### src/rtl/mem_access_unit_pkg.sv
// mem_access_unit_pkg: load/store option encodings and FSM states shared by the MEM-stage access unit.
package mem_access_unit_pkg;
  typedef enum logic [2:0] {
    LD_W  = 3'b000,
    LD_BU = 3'b001,
    LD_B  = 3'b101,
    LD_HU = 3'b011,
    LD_H  = 3'b111
  } ld_opt_e;
  typedef enum logic [1:0] {
    SV_W = 2'b00,
    SV_B = 2'b01,
    SV_H = 2'b10
  } sv_opt_e;
  typedef enum logic [1:0] {
    IDLE,
    WAIT,
    DONE
  } state_e;
endpackage

### src/rtl/mem_access_unit_lane_extract.sv
// mem_access_unit_lane_extract: selects the addressed byte/half of a read word and zero/sign-extends it.
module mem_access_unit_lane_extract (
  input  logic [31:0] rdata,
  input  logic [1:0]  off,
  input  logic [2:0]  load_option,
  output logic [31:0] result
);
  logic [7:0]  b;
  logic [15:0] h;
  assign b = rdata[{off, 3'b000} +: 8];
  assign h = off[1] ? rdata[31:16] : rdata[15:0];
  assign result = !load_option[0] ? rdata :
                  load_option[1]  ? {{16{load_option[2] & h[15]}}, h} :
                                    {{24{load_option[2] & b[7]}}, b};
endmodule

### src/rtl/mem_access_unit.sv
// mem_access_unit: MEM-stage load/store engine driving a req/ack word bus with timeout abort.
// Optional MISALIGN_EXC_EN turns misaligned half/word accesses into address exceptions.
module mem_access_unit
  import mem_access_unit_pkg::*;
#(
  parameter int TIMEOUT_CYCLES = 255,
  parameter int ADDR_W = 32
) (
  input  logic              clk,
  input  logic              rst_n,
  input  logic              acc_valid,
  input  logic              mem_write,
  input  logic              mem_read,
  input  logic [2:0]        load_option,
  input  logic [1:0]        save_option,
  input  logic [ADDR_W-1:0] addr,
  input  logic [31:0]       wdata,
  output logic              stall,
  output logic [31:0]       ld_data,
  output logic              done,
  output logic              bus_err,
  output logic              bus_req,
  output logic              bus_we,
  output logic [3:0]        bus_be,
  output logic [ADDR_W-1:0] bus_addr,
  output logic [31:0]       bus_wdata,
  input  logic [31:0]       bus_rdata,
  input  logic              bus_ack
`ifdef MISALIGN_EXC_EN
  ,
  output logic              addr_exc,
  output logic [ADDR_W-1:0] bad_vaddr
`endif
);
  state_e      state;
  logic [15:0] cnt;
  logic        is_ld;
  logic        access;
  logic [1:0]  off;
  logic [3:0]  be_n;
  logic [31:0] wd_n;
  logic [31:0] ext;
  assign access = acc_valid & (mem_read | mem_write);
  assign stall  = access & (state != DONE);
  assign off    = addr[1:0];
  assign be_n = !mem_write           ? 4'b1111 :
                save_option == SV_B  ? 4'b0001 << off :
                save_option == SV_H  ? (addr[1] ? 4'b1100 : 4'b0011) : 4'b1111;
  assign wd_n = !mem_write           ? 32'h0 :
                save_option == SV_B  ? {4{wdata[7:0]}} :
                save_option == SV_H  ? {2{wdata[15:0]}} : wdata;
`ifdef MISALIGN_EXC_EN
  logic is_h, is_w, mis;
  assign is_h = mem_write ? save_option == SV_H : load_option[1:0] == 2'b11;
  assign is_w = mem_write ? (save_option != SV_B && save_option != SV_H) : !load_option[0];
  assign mis  = (is_h & addr[0]) | (is_w & (off != 2'b00));
`endif
  // Inputs are held stable through the ack cycle, so extraction uses them live.
  mem_access_unit_lane_extract u_lane_extract (
    .rdata(bus_rdata),
    .off(off),
    .load_option(load_option),
    .result(ext)
  );
  always_ff @(posedge clk or negedge rst_n) begin
    if (!rst_n) begin
      state     <= IDLE;
      cnt       <= '0;
      is_ld     <= 1'b0;
      ld_data   <= '0;
      done      <= 1'b0;
      bus_err   <= 1'b0;
      bus_req   <= 1'b0;
      bus_we    <= 1'b0;
      bus_be    <= '0;
      bus_addr  <= '0;
      bus_wdata <= '0;
`ifdef MISALIGN_EXC_EN
      addr_exc  <= 1'b0;
      bad_vaddr <= '0;
`endif
    end else begin
      done    <= 1'b0;
      bus_err <= 1'b0;
`ifdef MISALIGN_EXC_EN
      addr_exc <= 1'b0;
`endif
      case (state)
        IDLE: if (access) begin
`ifdef MISALIGN_EXC_EN
          if (mis) begin
            state     <= DONE;
            done      <= 1'b1;
            addr_exc  <= 1'b1;
            bad_vaddr <= addr;
          end else begin
`else
          begin
`endif
            state     <= WAIT;
            cnt       <= '0;
            is_ld     <= !mem_write;
            bus_req   <= 1'b1;
            bus_we    <= mem_write;
            bus_be    <= be_n;
            bus_addr  <= {addr[ADDR_W-1:2], 2'b00};
            bus_wdata <= wd_n;
          end
        end
        WAIT: if (bus_ack) begin
          state   <= DONE;
          done    <= 1'b1;
          bus_req <= 1'b0;
          if (is_ld) ld_data <= ext;
        end else if (cnt == 16'(TIMEOUT_CYCLES - 1)) begin
          state   <= DONE;
          done    <= 1'b1;
          bus_err <= 1'b1;
          bus_req <= 1'b0;
          ld_data <= '0;
        end else if (cnt != 16'hFFFF) begin
          cnt <= cnt + 16'd1;
        end
        default: state <= IDLE;
      endcase
    end
  end
endmodule

### config.mk
export PLATFORM = sky130hd
export DESIGN_NAME = mem_access_unit
export DESIGN_NICKNAME = d
export VERILOG_FILES = /design/src/rtl/mem_access_unit_pkg.sv /design/src/rtl/mem_access_unit_lane_extract.sv /design/src/rtl/mem_access_unit.sv
export SDC_FILE = /design/constraint.sdc
export NUM_CORES = 1
export LEC_CHECK = 0
export ABC_AREA = 1
export CORE_MARGIN = 5
export CORE_UTILIZATION = 46
export DETAILED_ROUTE_END_ITERATION = 6
export GPL_TIMING_DRIVEN = 1
export PLACE_DENSITY = 0.81
export SLEW_MARGIN = 20
export SYNTH_ARGS = -nofsm -noshare
export SYNTH_HDL_FRONTEND = slang
export SYNTH_SLANG_ARGS = --single-unit
### constraint.sdc
create_clock -name clk -period 2.15 [get_ports clk]
set_input_delay 0.645 -clock clk [delete_from_list [all_inputs] [get_ports clk]]
set_output_delay 0.645 -clock clk [all_outputs]
set_load 0.005 [all_outputs]
==> flow_metrics.tcl, run 1 <==
set metrics [dict create \
    setup_viol 0 \
    routed_wirelength_um 18600 \
    power_leakage_nw 4.52 \
    grt_use_met1_pct 28.3 \
    grt.busiest_layer "met2" \
    cts_root_buffer "clkbuf_16" \
    final_hold_viol_count 0 \
    arrival_ns 1.44 \
    rrSetupSlack_ns 0.26 \
    clockBufferDepth 2 \
    status "completed" \
    dpl-instance-area_um2 8700 \
    place.detailed.hpwl_um 13500 \
    synthDistinctLibCells 34 \
    grt_pass1_wl_um 30700 \
    layout-drive-gt1-share_pct 10.5 \
    die_y_um 126 \
    synth_flop_cell "dfrtp_1" \
    reg2reg_depth 9 \
    finClkSkew_ns 0.0108 \
    grt_usage_pct 24.1 \
    drt-initial-drc-count 463 \
    max-cap-violations 0 \
    ant_nets 0 \
    synth-edff-count 0 \
    p_per_area_nw_per_um2 998 \
    num_vias 6159 \
    cts_made_buffers 17 \
    total_power_mw 9.30 \
    synth_seq_cells 121 \
    syn_to_final_growth_pct 51.2 \
    yosysMostFrequentCell "nand2_1" \
    synth.top_cell.area_share_pct 49.1 \
    holdCritPathClass "input pin to async pin" \
    post-route-cell-area_um2 9310 \
    drv_slew 0 \
    fin_util_pct 70.6 \
    grt_max_degree 71 \
    start_kind "input pin" \
    clk_pin_slew_ns 0.05 \
    dp_cells 1186 \
    grt-ovfl-total 0 \
    cp_max_fo 2 \
    die_area_um2 15800 \
    ys_seq_area_share_pct 49.1 \
    cp-end-kind "output port" \
    vias_per_cell 5.06 \
    instances_no_fill 1218 \
    placementRows 42 \
    synth_common_cells "321 x nand2_1, 121 x dfrtp_1, 60 x nand3_1, 51 x inv_1, 48 x nor2_1" \
    grt_pass1_vias 6303 \
    nFillCells 1040 \
    netlist_instances 795 \
    fin_ws_ns 0.0693 \
    pin_count 212 \
    drc 0 \
    finalCriticalPeriod_ns 2.08 \
    core_um2 13200 \
    antenna_found_initial 0 \
    grt_use_met2_pct 40.4 \
    diodes 0 \
    dpl_worst_slack_ns -0.346 \
    die_w_um 126 \
    dr.pass1.iters 5 \
    nets 1138 \
    async_flop_share_pct 100 \
    wl_per_cell_um 15.3 \
    yosys_warnings 0 \
    syn_avg_cell_area_um2 7.75 \
    rsz0062_at_grt "no" \
    hold_slack_ns 0.222 \
    cts_num_sinks 121 \
    place_congestion 0.912 \
    cts_hold_buf 0 \
    irDropWorstVdd_uv 622 \
    path_class "input pin to output port" \
    initial_core_util_pct 46.7 \
    clk_latency_ns 0.42 \
    yosysTopAreaCell "dfrtp_1" \
    synth_area_leaders "dfrtp_1 49%, nand2_1 20%, nand3_1 4.9%" \
    syn_area_um2 6160 \
    finalSetupTns_ns 0 \
    max_freq_ghz 0.481 \
    use_met3_pct 8.68 \
    portBuffers 209 \
    htree_levels 4 \
    cts_tree "built" \
    period_share_pct 96.8 \
    worstPathRequired_ns 1.50 \
]
==> sequential cells by signal, summed over array words and instances (netlist names) <==
name and flops:
bus_req 1, is_ld 1, bus_err 1, bus_we 1
bus_be 4, bus_wdata 32, cnt 16, bus_addr 30
state 2, done 1, ld_data 32
==> worst paths after layout <==
check                                              from                        end
worst max-delay path                          mem_write                      stall
worst min-delay path                              rst_n    ld_data[29]$_DFFE_PN0P_
worst max register to register       cnt[0]$_DFFE_PN0P_         cnt[0]$_DFFE_PN0P_
worst min register to register  ld_data[16]$_DFFE_PN0P_    ld_data[16]$_DFFE_PN0P_
max in group asynchronous                         rst_n  bus_wdata[15]$_DFFE_PN0P_
min in group clk                ld_data[16]$_DFFE_PN0P_    ld_data[16]$_DFFE_PN0P_
==> power by group <==
part | switching [mW] | total, mW | internal, mW | leakage (nW)
clock network | 1.06 | 2.86 | 1.81 | 0.289
logic | 1.25 | 3.07 | 1.82 | 2.68
registers | 0.404 | 3.36 | 2.96 | 1.55
==> logic make-up (layout without fill, tap and decap cells) <==
| kind of cell | count (synthesis) | count (layout) | share of synthesized area (%) |
|---|---|---|---|
| buffers and inverters | 95 | 341 | 6.78 |
| other | 1 | 2 | 0.0609 |
| flip-flops | 121 | 121 | 49.1 |
| adder cells (fa/ha/maj) | 2 | 2 | 0.406 |
| XOR/XNOR | 7 | 7 | 0.995 |
| AO/OA/AOI/OAI | 98 | 98 | 10.5 |
| AND/OR/NAND/NOR | 471 | 471 | 32.1 |
==> layout make-up <==
| class | count | area (um^2) | area share, % |
|---|---|---|---|
| timing repair buffer | 251 | 2510 | 27.0 |
| tap | 176 | 220 | 2.36 |
| inverter | 58 | 218 | 2.34 |
| clock inverter | 12 | 140 | 1.50 |
| multi-input combinational | 580 | 2730 | 29.3 |
| sequential | 121 | 3030 | 32.5 |
| clock buffer | 20 | 467 | 5.01 |
==> critical path, cell delays in order <==
cell             delay, ns
clkdlybuf4s50_1       0.50
o21ai_2               0.08
a21oi_2               0.09
buf_2                 0.12
==> layout by cell type, fill, tap and decap left out, types with 6 or more instances in the layout <==
cell and instances:
nand2_1 320, clkdlybuf4s50_1 207, dfrtp_1 121, nand3_1 60, inv_1 51, nor2_1 48, o21ai_0 35, buf_4 34
a22o_1 26, clkbuf_16 17, a21oi_1 14, o211ai_1 14, nand4_1 12, or2_2 10, buf_12 9, nand2_2 6
==> routing by layer <==
layer	up-vias	wire (um)
met5	-	0
met4	0	469
met3	30	1710
met2	244	9150
met1	2855	7270
li1	3030	-
==> repair_timing <==
action | CTS | global route
gates resized for setup | 4 | 2
endpoints found under the setup margin | 1 | 1
endpoints found under the hold margin | 0 | 0
buffers inserted | 0 | 0
Note: power is estimated with default switching activity, not from simulation.
==> run 2, diff against run 1 <==
CAP_MARGIN = 0   (was not set)
==> results of run 2 <==
Same layout as run 1: the final DEF is identical, and so are final timing and power.
